$ cat src/rtl/cache_axi_bridge_pkg.sv
// rtl/cache_axi_bridge_pkg.sv - shared types, constants and address helpers for the cache AXI bridge
package cache_axi_bridge_pkg;
  localparam int         LINE_WORDS     = 4;
  localparam logic [2:0] RD_TYPE_LINE   = 3'b100;
  localparam logic [1:0] AXI_BURST_INCR = 2'b01;

  typedef enum logic [1:0] {R_IDLE, R_AR, R_DATA} rd_state_e;
  typedef enum logic [1:0] {W_IDLE, W_SEND, W_B}  wr_state_e;

  // Line transfers start on the line boundary; single transfers keep the byte address.
  function automatic logic [31:0] xfer_addr(input logic [2:0] t, input logic [31:0] a);
    return (t == RD_TYPE_LINE) ? {a[31:4], 4'b0} : a;
  endfunction

  function automatic logic [2:0] xfer_size(input logic [2:0] t);
    return (t == RD_TYPE_LINE) ? 3'd2 : {1'b0, t[1:0]};
  endfunction
endpackage

$ cat src/rtl/cache_axi_bridge_if.sv
// rtl/cache_axi_bridge_if.sv - 32-bit AXI master bundle used by the cache bridge
interface cache_axi_bridge_if;
  logic [3:0]  arid;
  logic [31:0] araddr;
  logic [7:0]  arlen;
  logic [2:0]  arsize;
  logic [1:0]  arburst;
  logic        arvalid, arready;
  logic [3:0]  rid;
  logic [31:0] rdata;
  logic [1:0]  rresp;
  logic        rlast, rvalid, rready;
  logic [3:0]  awid;
  logic [31:0] awaddr;
  logic [7:0]  awlen;
  logic [2:0]  awsize;
  logic [1:0]  awburst;
  logic        awvalid, awready;
  logic [3:0]  wid;
  logic [31:0] wdata;
  logic [3:0]  wstrb;
  logic        wlast, wvalid, wready;
  logic [3:0]  bid;
  logic [1:0]  bresp;
  logic        bvalid, bready;

  modport master (
    output arid, araddr, arlen, arsize, arburst, arvalid, input arready,
    input  rid, rdata, rresp, rlast, rvalid, output rready,
    output awid, awaddr, awlen, awsize, awburst, awvalid, input awready,
    output wid, wdata, wstrb, wlast, wvalid, input wready,
    input  bid, bresp, bvalid, output bready
  );

  modport slave (
    input  arid, araddr, arlen, arsize, arburst, arvalid, output arready,
    output rid, rdata, rresp, rlast, rvalid, input rready,
    input  awid, awaddr, awlen, awsize, awburst, awvalid, output awready,
    input  wid, wdata, wstrb, wlast, wvalid, output wready,
    output bid, bresp, bvalid, input bready
  );
endinterface

$ cat src/rtl/cache_axi_bridge_wr_channel.sv
// rtl/cache_axi_bridge_wr_channel.sv - write FSM: latches one cache write and drives AW/W/B
module cache_axi_bridge_wr_channel #(
  parameter int LINE_WORDS = cache_axi_bridge_pkg::LINE_WORDS
) (
  input  logic         clk,
  input  logic         reset,
  input  logic         wr_req,
  input  logic [2:0]   wr_type,
  input  logic [31:0]  wr_addr,
  input  logic [3:0]   wr_wstrb,
  input  logic [127:0] wr_data,
  output logic         wr_rdy,
  output logic         busy,
  output logic [27:0]  line_addr,
  output logic [31:0]  awaddr,
  output logic [7:0]   awlen,
  output logic [2:0]   awsize,
  output logic [1:0]   awburst,
  output logic         awvalid,
  input  logic         awready,
  output logic [31:0]  wdata,
  output logic [3:0]   wstrb,
  output logic         wlast,
  output logic         wvalid,
  input  logic         wready,
  input  logic         bvalid,
  output logic         bready
);
  import cache_axi_bridge_pkg::*;

  wr_state_e    state_q, state_d;
  logic [31:0]  addr_q, addr_d;
  logic [2:0]   type_q, type_d;
  logic [3:0]   strb_q, strb_d;
  logic [127:0] data_q, data_d;
  logic [1:0]   cnt_q, cnt_d;
  logic         aw_done_q, aw_done_d;
  logic         w_done_q, w_done_d;
  logic         is_line;

  assign is_line   = (type_q == RD_TYPE_LINE);
  assign awaddr    = xfer_addr(type_q, addr_q);
  assign awlen     = is_line ? 8'(LINE_WORDS - 1) : 8'd0;
  assign awsize    = xfer_size(type_q);
  assign awburst   = AXI_BURST_INCR;
  assign awvalid   = (state_q == W_SEND) && !aw_done_q;
  assign wvalid    = (state_q == W_SEND) && !w_done_q;
  assign wdata     = data_q[{cnt_q, 5'd0} +: 32];
  assign wstrb     = is_line ? 4'hf : strb_q;
  assign wlast     = (cnt_q == awlen[1:0]);
  assign bready    = (state_q == W_B);
  assign wr_rdy    = (state_q == W_IDLE);
  assign busy      = (state_q != W_IDLE);
  assign line_addr = addr_q[31:4];

  always_comb begin
    state_d   = state_q;
    addr_d    = addr_q;
    type_d    = type_q;
    strb_d    = strb_q;
    data_d    = data_q;
    cnt_d     = cnt_q;
    aw_done_d = aw_done_q;
    w_done_d  = w_done_q;
    case (state_q)
      W_IDLE: if (wr_req) begin
        addr_d    = wr_addr;
        type_d    = wr_type;
        strb_d    = wr_wstrb;
        data_d    = wr_data;
        cnt_d     = 2'd0;
        aw_done_d = 1'b0;
        w_done_d  = 1'b0;
        state_d   = W_SEND;
      end
      W_SEND: begin
        // AW and W complete independently; the flags include this cycle's handshakes.
        if (awvalid && awready) aw_done_d = 1'b1;
        if (wvalid && wready) begin
          cnt_d = cnt_q + 2'd1;
          if (wlast) w_done_d = 1'b1;
        end
        if (aw_done_d && w_done_d) state_d = W_B;
      end
      W_B: if (bvalid) begin
        cnt_d     = 2'd0;
        aw_done_d = 1'b0;
        w_done_d  = 1'b0;
        state_d   = W_IDLE;
      end
      default: state_d = W_IDLE;
    endcase
  end

  always_ff @(posedge clk) begin
    if (reset) begin
      state_q   <= W_IDLE;
      addr_q    <= '0;
      type_q    <= '0;
      strb_q    <= '0;
      data_q    <= '0;
      cnt_q     <= '0;
      aw_done_q <= 1'b0;
      w_done_q  <= 1'b0;
    end else begin
      state_q   <= state_d;
      addr_q    <= addr_d;
      type_q    <= type_d;
      strb_q    <= strb_d;
      data_q    <= data_d;
      cnt_q     <= cnt_d;
      aw_done_q <= aw_done_d;
      w_done_q  <= w_done_d;
    end
  end
endmodule

$ cat src/rtl/cache_axi_bridge.sv
// rtl/cache_axi_bridge.sv - cache miss/refill and writeback requests onto one 32-bit AXI master
module cache_axi_bridge #(
  parameter int         LINE_WORDS = cache_axi_bridge_pkg::LINE_WORDS,
  parameter logic [3:0] AXI_ID     = 4'd0
) (
  input  logic                 clk,
  input  logic                 reset,
  input  logic                 rd_req,
  input  logic [2:0]           rd_type,
  input  logic [31:0]          rd_addr,
  output logic                 rd_rdy,
  output logic                 ret_valid,
  output logic                 ret_last,
  output logic [31:0]          ret_data,
  input  logic                 wr_req,
  input  logic [2:0]           wr_type,
  input  logic [31:0]          wr_addr,
  input  logic [3:0]           wr_wstrb,
  input  logic [127:0]         wr_data,
  output logic                 wr_rdy,
  cache_axi_bridge_if.master   axi
);
  import cache_axi_bridge_pkg::*;

  rd_state_e   r_state_q, r_state_d;
  logic [31:0] raddr_q, raddr_d;
  logic [2:0]  rtype_q, rtype_d;
  logic        wr_busy;
  logic [27:0] wr_line;
  logic        hazard;
  logic        unused_resp;

  // A read may not overtake a write to the same line, whether pending or being accepted now.
  assign hazard = (wr_busy && (wr_line == rd_addr[31:4])) ||
                  (wr_req && wr_rdy && (wr_addr[31:4] == rd_addr[31:4]));
  assign rd_rdy = (r_state_q == R_IDLE) && !hazard;

  always_comb begin
    r_state_d = r_state_q;
    raddr_d   = raddr_q;
    rtype_d   = rtype_q;
    case (r_state_q)
      R_IDLE: if (rd_req && rd_rdy) begin
        raddr_d   = rd_addr;
        rtype_d   = rd_type;
        r_state_d = R_AR;
      end
      R_AR:    if (axi.arready) r_state_d = R_DATA;
      R_DATA:  if (axi.rvalid && axi.rlast) r_state_d = R_IDLE;
      default: r_state_d = R_IDLE;
    endcase
  end

  always_ff @(posedge clk) begin
    if (reset) begin
      r_state_q <= R_IDLE;
      raddr_q   <= '0;
      rtype_q   <= '0;
    end else begin
      r_state_q <= r_state_d;
      raddr_q   <= raddr_d;
      rtype_q   <= rtype_d;
    end
  end

  assign axi.arid    = AXI_ID;
  assign axi.araddr  = xfer_addr(rtype_q, raddr_q);
  assign axi.arlen   = (rtype_q == RD_TYPE_LINE) ? 8'(LINE_WORDS - 1) : 8'd0;
  assign axi.arsize  = xfer_size(rtype_q);
  assign axi.arburst = AXI_BURST_INCR;
  assign axi.arvalid = (r_state_q == R_AR);
  assign axi.rready  = (r_state_q == R_DATA);
  assign ret_valid   = axi.rvalid && (r_state_q == R_DATA);
  assign ret_last    = axi.rlast && ret_valid;
  assign ret_data    = axi.rdata;
  assign axi.awid    = AXI_ID;
  assign axi.wid     = AXI_ID;
  assign unused_resp = ^{axi.rid, axi.rresp, axi.bid, axi.bresp};

  cache_axi_bridge_wr_channel #(.LINE_WORDS(LINE_WORDS)) u_wr (
    .clk       (clk),
    .reset     (reset),
    .wr_req    (wr_req),
    .wr_type   (wr_type),
    .wr_addr   (wr_addr),
    .wr_wstrb  (wr_wstrb),
    .wr_data   (wr_data),
    .wr_rdy    (wr_rdy),
    .busy      (wr_busy),
    .line_addr (wr_line),
    .awaddr    (axi.awaddr),
    .awlen     (axi.awlen),
    .awsize    (axi.awsize),
    .awburst   (axi.awburst),
    .awvalid   (axi.awvalid),
    .awready   (axi.awready),
    .wdata     (axi.wdata),
    .wstrb     (axi.wstrb),
    .wlast     (axi.wlast),
    .wvalid    (axi.wvalid),
    .wready    (axi.wready),
    .bvalid    (axi.bvalid),
    .bready    (axi.bready)
  );
endmodule

$ cat src/flat_wrapper.sv
// flat-port wrapper written by rule: the top's interface ports become plain ports
module cache_axi_bridge_flat import cache_axi_bridge_pkg::*;
#(
  parameter int         LINE_WORDS = cache_axi_bridge_pkg::LINE_WORDS,
  parameter logic [3:0] AXI_ID     = 4'd0
)
  (clk, reset, rd_req, rd_type, rd_addr, rd_rdy, ret_valid, ret_last, ret_data, wr_req, wr_type, wr_addr, wr_wstrb, wr_data, wr_rdy, axi_arid, axi_araddr, axi_arlen, axi_arsize, axi_arburst, axi_arvalid, axi_arready, axi_rid, axi_rdata, axi_rresp, axi_rlast, axi_rvalid, axi_rready, axi_awid, axi_awaddr, axi_awlen, axi_awsize, axi_awburst, axi_awvalid, axi_awready, axi_wid, axi_wdata, axi_wstrb, axi_wlast, axi_wvalid, axi_wready, axi_bid, axi_bresp, axi_bvalid, axi_bready);
  cache_axi_bridge_if axi_i ();
  input  logic clk;
  input  logic reset;
  input  logic rd_req;
  input  logic [2:0] rd_type;
  input  logic [31:0] rd_addr;
  output logic rd_rdy;
  output logic ret_valid;
  output logic ret_last;
  output logic [31:0] ret_data;
  input  logic wr_req;
  input  logic [2:0] wr_type;
  input  logic [31:0] wr_addr;
  input  logic [3:0] wr_wstrb;
  input  logic [127:0] wr_data;
  output logic wr_rdy;
  output wire logic [$bits(axi_i.arid)-1:0] axi_arid;
  output wire logic [$bits(axi_i.araddr)-1:0] axi_araddr;
  output wire logic [$bits(axi_i.arlen)-1:0] axi_arlen;
  output wire logic [$bits(axi_i.arsize)-1:0] axi_arsize;
  output wire logic [$bits(axi_i.arburst)-1:0] axi_arburst;
  output wire logic [$bits(axi_i.arvalid)-1:0] axi_arvalid;
  input wire logic [$bits(axi_i.arready)-1:0] axi_arready;
  input wire logic [$bits(axi_i.rid)-1:0] axi_rid;
  input wire logic [$bits(axi_i.rdata)-1:0] axi_rdata;
  input wire logic [$bits(axi_i.rresp)-1:0] axi_rresp;
  input wire logic [$bits(axi_i.rlast)-1:0] axi_rlast;
  input wire logic [$bits(axi_i.rvalid)-1:0] axi_rvalid;
  output wire logic [$bits(axi_i.rready)-1:0] axi_rready;
  output wire logic [$bits(axi_i.awid)-1:0] axi_awid;
  output wire logic [$bits(axi_i.awaddr)-1:0] axi_awaddr;
  output wire logic [$bits(axi_i.awlen)-1:0] axi_awlen;
  output wire logic [$bits(axi_i.awsize)-1:0] axi_awsize;
  output wire logic [$bits(axi_i.awburst)-1:0] axi_awburst;
  output wire logic [$bits(axi_i.awvalid)-1:0] axi_awvalid;
  input wire logic [$bits(axi_i.awready)-1:0] axi_awready;
  output wire logic [$bits(axi_i.wid)-1:0] axi_wid;
  output wire logic [$bits(axi_i.wdata)-1:0] axi_wdata;
  output wire logic [$bits(axi_i.wstrb)-1:0] axi_wstrb;
  output wire logic [$bits(axi_i.wlast)-1:0] axi_wlast;
  output wire logic [$bits(axi_i.wvalid)-1:0] axi_wvalid;
  input wire logic [$bits(axi_i.wready)-1:0] axi_wready;
  input wire logic [$bits(axi_i.bid)-1:0] axi_bid;
  input wire logic [$bits(axi_i.bresp)-1:0] axi_bresp;
  input wire logic [$bits(axi_i.bvalid)-1:0] axi_bvalid;
  output wire logic [$bits(axi_i.bready)-1:0] axi_bready;
  assign axi_arid = axi_i.arid;
  assign axi_araddr = axi_i.araddr;
  assign axi_arlen = axi_i.arlen;
  assign axi_arsize = axi_i.arsize;
  assign axi_arburst = axi_i.arburst;
  assign axi_arvalid = axi_i.arvalid;
  assign axi_i.arready = axi_arready;
  assign axi_i.rid = axi_rid;
  assign axi_i.rdata = axi_rdata;
  assign axi_i.rresp = axi_rresp;
  assign axi_i.rlast = axi_rlast;
  assign axi_i.rvalid = axi_rvalid;
  assign axi_rready = axi_i.rready;
  assign axi_awid = axi_i.awid;
  assign axi_awaddr = axi_i.awaddr;
  assign axi_awlen = axi_i.awlen;
  assign axi_awsize = axi_i.awsize;
  assign axi_awburst = axi_i.awburst;
  assign axi_awvalid = axi_i.awvalid;
  assign axi_i.awready = axi_awready;
  assign axi_wid = axi_i.wid;
  assign axi_wdata = axi_i.wdata;
  assign axi_wstrb = axi_i.wstrb;
  assign axi_wlast = axi_i.wlast;
  assign axi_wvalid = axi_i.wvalid;
  assign axi_i.wready = axi_wready;
  assign axi_i.bid = axi_bid;
  assign axi_i.bresp = axi_bresp;
  assign axi_i.bvalid = axi_bvalid;
  assign axi_bready = axi_i.bready;
  cache_axi_bridge #(.LINE_WORDS(LINE_WORDS), .AXI_ID(AXI_ID)) u_core (.clk(clk), .reset(reset), .rd_req(rd_req), .rd_type(rd_type), .rd_addr(rd_addr), .rd_rdy(rd_rdy), .ret_valid(ret_valid), .ret_last(ret_last), .ret_data(ret_data), .wr_req(wr_req), .wr_type(wr_type), .wr_addr(wr_addr), .wr_wstrb(wr_wstrb), .wr_data(wr_data), .wr_rdy(wr_rdy), .axi(axi_i));
endmodule
$ cat config.mk
export PLATFORM = sky130hd
export DESIGN_NAME = cache_axi_bridge_flat
export DESIGN_NICKNAME = d
export VERILOG_FILES = /design/src/rtl/cache_axi_bridge_pkg.sv /design/src/rtl/cache_axi_bridge_if.sv /design/src/rtl/cache_axi_bridge_wr_channel.sv /design/src/rtl/cache_axi_bridge.sv /design/src/flat_wrapper.sv
export SDC_FILE = /design/constraint.sdc
export NUM_CORES = 1
export LEC_CHECK = 0
export ABC_AREA = 1
export ABC_CLOCK_PERIOD_IN_PS = 4000
export BUFFER_PORTS_ARGS = -buffer_cell sky130_fd_sc_hd__buf_2
export CORE_AREA = 2 2 167 169
export CTS_BUF_LIST = sky130_fd_sc_hd__clkbuf_4 sky130_fd_sc_hd__clkbuf_8
export CTS_CLUSTER_DIAMETER = 120
export CTS_CLUSTER_SIZE = 28
export DETAILED_ROUTE_END_ITERATION = 10
export DIE_AREA = 0 0 169 171
export GPL_TIMING_DRIVEN = 0
export HOLD_SLACK_MARGIN = 0.08
export PLACE_DENSITY = 0.67
export SYNTH_ARGS = -nofsm -noshare
export SYNTH_HDL_FRONTEND = slang
export SYNTH_SLANG_ARGS = --single-unit
$ cat constraint.sdc
create_clock -name clk -period 4 [get_ports clk]
set_input_delay 0.2 -clock clk [delete_from_list [all_inputs] [get_ports clk]]
set_output_delay 0.2 -clock clk [all_outputs]
set_load 0.01 [all_outputs]
==> After elaboration in Yosys (flattened, before gate mapping) <==
Index checks and enable logic that the tools add are counted.
Widths: inputs -> output; s select.
{ "word_totals": {"register_bits": 210, "in_bits": 256, "output_inout_bits": 180, "elab_cells": 83} }
{ "classes": {"addsub": 1, "eq_ne": 16, "shifts": 1, "muxes": 27, "n_reduce_logical": 27} }
{ "op_table": {"columns": ["op", "n"], "rows": [
  ["$shiftx 128x8->32", 1],
  ["$eq 28x28->1", 2],
  ["$mux 2", 12],
  ["$pmux 2 s3", 3],
  ["$logic_and 1x1->1", 13],
  ["$mux 4", 3],
  ["$reduce_and 3->1", 3],
  ["$ne 2x1->1 const B", 4],
  ["$mux 1", 7],
  ["$eq 3x3->1 const B", 2],
  ["$ne 2x2->1 const B", 3],
  ["$pmux 1 s3", 2],
  ["$eq 2x1->1 const B", 2],
  ["$eq 2x2->1 const B", 2],
  ["$logic_not 2->1", 2],
  ["$reduce_and 2->1", 2],
  ["$reduce_and 4->1", 1],
  ["$logic_not 1->1", 3],
  ["$reduce_bool 3->1", 1],
  ["$add 2x1->2 const B", 1],
  ["$eq 2x2->1", 1],
  ["$reduce_bool 2->1", 1],
  ["$logic_or 1x1->1", 1]
]} }

==> Depth between registers and ports, before layout <==
Gate-level depths: netlist of run 1.
{ "logic_depth": {"word_depth": 9, "depth_mapped": 14, "mapped_depth_nobuf": 13} }

==> By module <==
Synthesis of run 1 repeated with hierarchy kept, for this count alone.
{ "unflattened": {"cells_unflattened": 1769, "area_unflattened_um2": 11573.6} }
{ "by_module_without_submodules": {"columns": ["mod", "instances", "cells_per_inst", "area_per_inst_um2", "seq_area_each_um2"], "rows": [
  ["cache_axi_bridge_wr_channel", 1, 1048, 7539.7, 3463.3],
  ["cache_axi_bridge", 1, 721, 4033.9, 740.7]
]} }

==> Least setup slack after synthesis of run 1 <==
No wires, ideal clock.
{ "synth_timing": {"path_type": "reg2out", "start": "register u_core.u_wr.cnt_q[0]", "end": "output axi_wdata[11]", "arrival_ns": 1.399, "t_required_ns": 3.800, "slack_ns": 2.401, "stages_incl_launch_ff": 7, "n_path_buf": 3, "cell_sequence": "dfxtp_1 -> clkbuf_1 -> inv_1 -> clkbuf_1 -> clkbuf_1 -> nor2_1 -> o22ai_1"} }
{ "synth_via": {"elab_chain_cells": 1} }
{ "synth_rtl": {"columns": ["item", "line_no", "rtl"], "rows": [
  ["start, declared", "cache_axi_bridge_wr_channel.sv:36", "logic [1:0] cnt_q, cnt_d;"],
  ["start signal, assigned", "cache_axi_bridge_wr_channel.sv:111", "cnt_q <= cnt_d;"],
  ["$shiftx 128x8->32", "cache_axi_bridge_wr_channel.sv:48", "assign wdata = data_q[{cnt_q, 5'd0} +: 32];"],
  ["end, declared", "flat_wrapper.sv:45", "output wire logic [$bits(axi_i.wdata)-1:0] axi_wdata;"]
]} }
No other way between the ends.

==> Worst setup path after layout of run 1 <==
{ "layout_timing": {"start": "register u_core.u_wr.cnt_q[0]", "end": "output axi_wdata[9]"} }
The elaborated chain is that of the path after synthesis.

==> results of run 1 <==
-- logic make-up (layout without fill, tap and decap cells) --
family | Yosys count | after routing | share of synthesized area (%)
xor+xnor | 11 | 11 | 0.908
compound gates | 309 | 309 | 15.0
simple gates | 733 | 733 | 27.6
flops | 210 | 210 | 39.6
buf+inv | 340 | 916 | 16.8
other cells | 2 | 37 | 0.0708
-- per-layer routing --
metal / wire length [um] / vias up
met1: 16600 / 5554
met3: 3290 / 104
met5: 11 / -
met4: 1800 / 2
li1: - / 6133
met2: 20000 / 575
-- layout by cell type, fill, tap and decap left out, types with 5 or more instances in the layout --
cell type / instances
sky130_fd_sc_hd__conb_1: 30
sky130_fd_sc_hd__nand4_1: 40
sky130_fd_sc_hd__buf_6: 6
sky130_fd_sc_hd__dfxtp_1: 210
sky130_fd_sc_hd__buf_1: 5
sky130_fd_sc_hd__diode_2: 7
sky130_fd_sc_hd__nor2_1: 458
sky130_fd_sc_hd__nand2_1: 209
sky130_fd_sc_hd__clkbuf_8: 12
sky130_fd_sc_hd__a21oi_1: 39
sky130_fd_sc_hd__nand3_1: 10
sky130_fd_sc_hd__o21ai_0: 234
sky130_fd_sc_hd__buf_4: 121
sky130_fd_sc_hd__o22ai_1: 32
sky130_fd_sc_hd__inv_1: 122
sky130_fd_sc_hd__xnor2_1: 9
sky130_fd_sc_hd__or2_2: 6
sky130_fd_sc_hd__buf_2: 366
sky130_fd_sc_hd__dlygate4sd3_1: 201
sky130_fd_sc_hd__clkbuf_1: 76
-- flip-flops by register name (all words and copies together), names as in the netlist, 2 cells and up --
signal and flops:
u_core.u_wr.addr_q 32, u_core.rtype_q 3, u_core.u_wr.cnt_q 2, u_core.u_wr.type_q 3, u_core.r_state_q 2, u_core.u_wr.data_q 128, u_core.u_wr.strb_q 4, u_core.u_wr.state_q 2
u_core.raddr_q 32
-- cell type report --
cell class	instances	area [um2]	share of cell area, %
clock buffers	12	165	1.09
repair buffers	561	3810	25.1
flip-flops and latches	210	4200	27.7
plain buffers	214	1310	8.62
well taps	346	433	2.85
diodes	7	17.5	0.115
inverters	126	473	3.11
multi-input cells	1083	4730	31.1
clock inverters	3	42.5	0.280
-- metrics by stage --
stage / util, % / setup WS [ps]
floorplan: - / 2400
global route: 55.6 / 759
CTS: 55.5 / 864
finish: 55.6 / 810
global placement: 47.4 / 1480
detailed placement: 47.4 / 1470
-- tightest hold or removal path: stages --
cell,delay (ps)
sky130_fd_sc_hd__buf_2,120
sky130_fd_sc_hd__inv_2,70
sky130_fd_sc_hd__nand4_1,80
sky130_fd_sc_hd__nand2_1,70
sky130_fd_sc_hd__nor2_1,80
-- report_power, final --
part	total, W	leakage [nW]	switching, W	internal (W)
logic	0.00198	5.77	0.00116	0.000824
registers	0.00247	1.74	0.000140	0.00233
clock network	0.00105	0.105	0.000703	0.000345
total	0.00550	7.61	0.00200	0.00350
-- path summary, 6_finish.rpt --
| check | slack, ps | from | endpoint |
|---|---|---|---|
| max | 810 | u_core.u_wr.cnt_q[0]$_SDFFE_PP0P_ | axi_wdata[9] |
| min | 110 | rd_addr[29] | u_core.raddr_q[29]$_SDFFE_PP0P_ |
| max reg2reg | 1720 | u_core.u_wr.cnt_q[0]$_SDFFE_PP0P_ | u_core.u_wr.state_q[1]$_SDFFE_PP0P_ |
| min reg2reg | 470 | u_core.u_wr.addr_q[1]$_SDFFE_PP0P_ | u_core.u_wr.addr_q[1]$_SDFFE_PP0P_ |
==> impl_summary.log, run 1 <==
[metrics] worst vdd rail ir drop: 0.000230 V
[metrics] class of the worst hold path: in -> reg
[metrics] share of final-layout standard cells stronger than drive strength 1: 23.7%
[metrics] endpoint required time on the critical path: 3800 ps
[metrics] initial antenna violation count: 5
[metrics] Vias: 12400
[metrics] Post-CTS Setup Repair Bufs: 0
[metrics] Detailed Place HPWL: 30500 um
[metrics] via count of the first global-routing pass: 11600
[metrics] share of async-settable or async-resettable flops after synthesis: 0%
[metrics] family with the most delay on the worst path: buffers and inverters
[metrics] average via count per standard cell: 4.83
[metrics] final hold vios: 0
[metrics] Netlist Area Pre-Place: 10600 um2
[metrics] Crit path largest cell delay: 580 ps
[metrics] DIE WIDTH: 169 um
[metrics] instance count on the critical path: 7
[metrics] layer with the highest usage: met2
[metrics] count of fill cells added during filler insertion: 2643
[metrics] setup repair after global routing missed its margin: false
[metrics] Pwr per Cell Area: 362 nW/um2
[metrics] layout-stage area growth over the synthesis result: 43.1%
[metrics] CTS tree: yes
[metrics] ports placed on the boundary: 436
[metrics] Iter 0 DRT Violations: 1004
[metrics] gr usage total: 27.6%
[metrics] kind of critical path: reg -> out
[metrics] met2 track demand over resource: 49.2%
[metrics] Final Slew Violations: 0
[metrics] remaining max-slew budget at the tightest pin: 43.5%
[metrics] finished layout cell area: 15200 um2
[metrics] sequential fraction of the synthesis area: 39.6%
[metrics] kind of capture point of the worst setup path: output port
[metrics] wire length per cell after detailed routing: 16.3 um
[metrics] insertion delay of the later-clocked pin in the worst-skew pair: 540 ps
[metrics] Arr. time, crit path: 2990 ps
[metrics] clock tree root buffer cell: sky130_fd_sc_hd__clkbuf_8
[metrics] H-tree depth reported by CTS: 1
[metrics] startpoint kind of the worst setup timing path: flop
[metrics] FF-to-FF path depth: 11
[metrics] residual DRC count: 0
[metrics] cell total after placement: 2339
[metrics] Max FO, Critical Path: 10
[metrics] hold_buf cts: 201
[metrics] Post-DP Area: 13000 um2
[metrics] post-route setup TNS: 0 ps
[metrics] wire length of the first global-routing pass: 61700 um
[metrics] GR Layer Usage met1: 33.0%
[metrics] total CTS buffers: 11
[metrics] clock transition at the register clock pins on the worst setup and hold paths after CTS: 180 ps
[metrics] leakage: 7.61 nW
[metrics] final wirelength: 41700 um
[metrics] final worst-path cycle share: 79.8%
[metrics] max-cap violations: 0
[metrics] clock period minus worst slack: 3190 ps
[metrics] count of non-filler cells in the finished layout: 2562
[metrics] CP most frequent cell: sky130_fd_sc_hd__clkbuf_1
[metrics] worst clock skew on the final layout: 15.2 ps
[metrics] initial standard-cell utilization of the core: 38.8%
[metrics] post-synthesis instance total: 1605
[metrics] total of endpoints with negative setup slack in the final report: 0
[metrics] number of flip-flops and latches in the synthesized netlist: 210
[metrics] leading cell types by count after synthesis: sky130_fd_sc_hd__nor2_1 (458), sky130_fd_sc_hd__o21ai_0 (234), sky130_fd_sc_hd__dfxtp_1 (210)
[metrics] chip height: 171 um
[metrics] share of the synthesized area in the top cell type: 39.6%
[metrics] number of port buffers: 360
[metrics] Hold Path Depth: 5
[metrics] master of the slowest instance on the critical path: sky130_fd_sc_hd__clkbuf_1
[metrics] number of enable flip-flop cells after synthesis: 0
[metrics] CTS Sinks: 210
[metrics] cell with the most instances after synthesis: sky130_fd_sc_hd__nor2_1
[metrics] Max Clock Freq: 0.313 GHz
[metrics] grt total ovfl: 0
[metrics] most used flip-flop cell after synthesis: sky130_fd_sc_hd__dfxtp_1
[metrics] Avg Synthesized Cell Area: 6.61 um2
[metrics] Power, Total: 0.00550 W
[metrics] Placeable Area: 27300 um2
[metrics] distinct cell type count of the synthesized netlist: 30
[metrics] first-pass iteration count of the detailed router: 6
[metrics] number of rows created at floorplan: 61
[metrics] Area contributors post-synth: sky130_fd_sc_hd__dfxtp_1 (40%), sky130_fd_sc_hd__nor2_1 (16%), sky130_fd_sc_hd__o21ai_0 (11%), sky130_fd_sc_hd__buf_4 (8.6%), sky130_fd_sc_hd__nand2_1 (7.4%)
[metrics] CTS Buffer Depth: 3
[metrics] total number of nets in the final design: 2463
[metrics] final estimated routing congestion in global placement: 0.917
[metrics] Yosys warning total: 0
[metrics] outcome: finished clean
[metrics] Post-Route Hold Slack: 109 ps
[metrics] worst path buffer plus inverter count: 5
[metrics] post-route antenna net violation count: 0
[metrics] cells traversed along the worst timing path: clkbuf_1 -> inv_1 -> clkbuf_1 -> clkbuf_1 -> nor2_1 -> o22ai_1 -> buf_2
[metrics] met3 usage in global routing: 4.42%
[metrics] area enclosed by the die boundary: 28900 um2
[metrics] largest net degree at the start of global routing: 29
[metrics] cell accounting for the most synthesized area: sky130_fd_sc_hd__dfxtp_1
[metrics] slew at the pin closest to its max-slew limit: 848 ps
[metrics] post-CTS sizing: 0
Note: power is estimated with default switching activity, not from simulation.
==> run 2, diff against run 1 <==
--- a/config.mk
+++ b/config.mk
@@ -6,7 +6,7 @@
 export NUM_CORES = 1
 export LEC_CHECK = 0
 export ABC_AREA = 1
-export ABC_CLOCK_PERIOD_IN_PS = 4000
+export ABC_CLOCK_PERIOD_IN_PS = 2950
 export BUFFER_PORTS_ARGS = -buffer_cell sky130_fd_sc_hd__buf_2
 export CORE_AREA = 2 2 167 169
 export CTS_BUF_LIST = sky130_fd_sc_hd__clkbuf_4 sky130_fd_sc_hd__clkbuf_8
==> constraint.sdc (replaced) <==
create_clock -name clk -period 2.95 [get_ports clk]
set_input_delay 0.1475 -clock clk [delete_from_list [all_inputs] [get_ports clk]]
set_output_delay 0.1475 -clock clk [all_outputs]
set_load 0.01 [all_outputs]
==> impl_summary.log, run 2 (synthesized netlist as in run 1, its figures left out) <==
[metrics] Max Clock Freq: 0.364 GHz
[metrics] first-pass iteration count of the detailed router: 7 (+1)
[metrics] Final Slew Violations: 0 (unchanged)
[metrics] via count of the first global-routing pass: 11700 (+0.27%)
[metrics] residual DRC count: 0 (unchanged)
[metrics] wire length per cell after detailed routing: 16.3 um (about the same)
[metrics] largest net degree at the start of global routing: 29 (unchanged)
[metrics] number of port buffers: 360 (unchanged)
[metrics] average via count per standard cell: 4.84 (+0.19%)
[metrics] Vias: 12400 (+0.35%)
[metrics] FF-to-FF path depth: 11 (unchanged)
[metrics] chip height: 171 um (unchanged)
[metrics] finished layout cell area: 15300 um2 (+0.44%)
[metrics] insertion delay of the later-clocked pin in the worst-skew pair: 540 ps (about the same)
[metrics] number of rows created at floorplan: 61 (unchanged)
[metrics] kind of capture point of the worst setup path: output port
[metrics] worst setup path endpoint: axi_wdata[14]
[metrics] gr usage total: 27.7% (+0.059 points)
[metrics] wire length of the first global-routing pass: 61900 um (+0.29%)
[metrics] leading cell type in the layout, fill and taps excluded: sky130_fd_sc_hd__nor2_1
[metrics] CTS tree: yes
[metrics] final hold vios: 0 (unchanged)
[metrics] endpoint required time on the critical path: 2800 ps (-1000 ps)
[metrics] area enclosed by the die boundary: 28900 um2 (unchanged)
[metrics] setup repair after global routing missed its margin: false
[metrics] final worst-path cycle share: 93.0%
[metrics] startpoint kind of the worst setup timing path: flop
[metrics] slew at the pin closest to its max-slew limit: 858 ps (+10.3 ps)
[metrics] Largest regs: u_core.u_wr.data_q x128, u_core.raddr_q x32, u_core.u_wr.addr_q x32
[metrics] critical register-to-register path endpoint: u_core.u_wr.state_q[1]$_SDFFE_PP0P_
[metrics] worst setup slack for register-to-register paths: 680 ps (-1040 ps)
[metrics] Post-CTS Setup Repair Bufs: 0 (unchanged)
[metrics] share of final-layout standard cells stronger than drive strength 1: 23.8% (+0.060 points)
[metrics] initial antenna violation count: 5 (unchanged)
[metrics] layout-stage area growth over the synthesis result: 43.8%
[metrics] post-route setup TNS: 0 ps (unchanged)
[metrics] RR Startpoint: u_core.u_wr.cnt_q[0]$_SDFFE_PP0P_
[metrics] highest-count cells in the layout ignoring fill and taps: sky130_fd_sc_hd__nor2_1 (458), sky130_fd_sc_hd__buf_2 (366), sky130_fd_sc_hd__o21ai_0 (234)
[metrics] clock tree root buffer cell: sky130_fd_sc_hd__clkbuf_8
[metrics] final wirelength: 41700 um (+0.18%)
[metrics] CTS Buffer Depth: 3 (unchanged)
[metrics] Max FO, Critical Path: 10 (unchanged)
[metrics] remaining max-slew budget at the tightest pin: 42.8% (-0.69 points)
[metrics] Pwr per Cell Area: 490 nW/um2 (+35%)
[metrics] register ranked first by flip-flop count: u_core.u_wr.data_q
[metrics] final estimated routing congestion in global placement: 0.917 (unchanged)
[metrics] total number of nets in the final design: 2470 (+0.28%)
[metrics] leakage: 7.65 nW (+0.50%)
[metrics] DIE WIDTH: 169 um (unchanged)
[metrics] beginning of the critical path: u_core.u_wr.cnt_q[0]$_SDFFE_PP0P_
[metrics] H-tree depth reported by CTS: 1 (unchanged)
[metrics] kind of critical path: reg -> out
[metrics] total CTS buffers: 11 (unchanged)
[metrics] clock period minus worst slack: 2740 ps
[metrics] worst clock skew on the final layout: 16.7 ps (+1.55 ps)
[metrics] max reg flops: 128 (unchanged)
[metrics] Arr. time, crit path: 2600 ps (-390 ps)
[metrics] total of endpoints with negative setup slack in the final report: 0 (unchanged)
[metrics] outcome: finished clean
[metrics] CTS Sinks: 210 (unchanged)
[metrics] Detailed Place HPWL: 30500 um (unchanged)
[metrics] post-route antenna net violation count: 0 (unchanged)
[metrics] max-cap violations: 0 (unchanged)
[metrics] Iter 0 DRT Violations: 950 (-5.4%)
[metrics] clock transition at the register clock pins on the worst setup and hold paths after CTS: 180 ps (about the same)
[metrics] Post-DP Area: 13000 um2 (unchanged)
[metrics] worst vdd rail ir drop: 0.000307 V (+34%)
[metrics] grt total ovfl: 0 (unchanged)
[metrics] class of the worst hold path: in -> reg
[metrics] initial standard-cell utilization of the core: 38.8% (unchanged)
[metrics] ports placed on the boundary: 436 (unchanged)
[metrics] Placeable Area: 27300 um2 (unchanged)
[run 2: cell types whose count changed in the layout (fill, tap and decap cells not counted), sizes merged]
cell	delta
diode	-3
dlygate4sd3	+7
[run 2: cell type report]
cell class | instances | area [um2]
well taps | 346 | 433
clock inverters | 3 | 42.5
flip-flops and latches | 210 | 4200
repair buffers | 568 | 3880
plain buffers | 214 | 1310
diodes | 4 | 10.0
clock buffers | 12 | 165
multi-input cells | 1083 | 4730
fillers | 2643 | 12100
inverters | 126 | 473
[run 2: worst min path at each step]
stage / startpoint / end / slack, ps / depth (start not counted)
after floorplan: reset / u_core.r_state_q[0]$_SDFFE_PP0P_ / 220 / 1
after detailed placement: wr_data[39] / u_core.u_wr.data_q[39]$_SDFFE_PP0P_ / 410 / 3
after global routing: rd_addr[13] / u_core.raddr_q[13]$_SDFFE_PP0P_ / 100 / 5
after global placement: wr_data[13] / u_core.u_wr.data_q[13]$_SDFFE_PP0P_ / 400 / 3
after CTS: rd_addr[13] / u_core.raddr_q[13]$_SDFFE_PP0P_ / 90 / 5
final: rd_addr[13] / u_core.raddr_q[13]$_SDFFE_PP0P_ / 110 / 5
[run 2: power by group]
group	total (W)	switching (W)	internal (W)	leakage, nW
Clock	0.00142	0.000952	0.000468	0.104
Combinational	0.00270	0.00157	0.00113	5.81
Sequential	0.00335	0.000189	0.00316	1.74
[run 2: what timing repair did]
action                                 CTS  global route
setup endpoints to repair                8             6
endpoints found under the hold margin  208             0
hold buffers                           208             0
gates resized for setup                  2             2
[run 2: through the flow]
| step | utilization [%] | std cells | total power, W | setup slack [ps] | hold slack (ps) |
|---|---|---|---|---|---|
| 2_1_floorplan | - | 1633 | 0.00485 | 1400 | 217 |
| 3_5_place_dp | 47.4 | 2339 | 0.00584 | 469 | 405 |
| 4_1_cts | 55.8 | 2562 | 0.00745 | 53.2 | 88.0 |
| 5_1_grt | 55.8 | 2566 | 0.00790 | 167 | 97.0 |
| 3_3_place_gp | 47.4 | 2339 | 0.00580 | 482 | 400 |
| 6_report | 55.8 | 2566 | 0.00747 | 206 | 108 |
[run 2: layer usage]
metal	wire (um)	global-route usage, %
met3	3290	4.53
met5	11	0
met1	16600	33.0
met4	1830	11.9
met2	20000	49.3
[run 2: critical path, stage by stage (launching register included)]
cell and delay (ps):
sky130_fd_sc_hd__dfxtp_1 420, sky130_fd_sc_hd__clkbuf_1 380, sky130_fd_sc_hd__clkbuf_1 610, sky130_fd_sc_hd__nor2_1 120, sky130_fd_sc_hd__o22ai_1 320, sky130_fd_sc_hd__buf_2 200
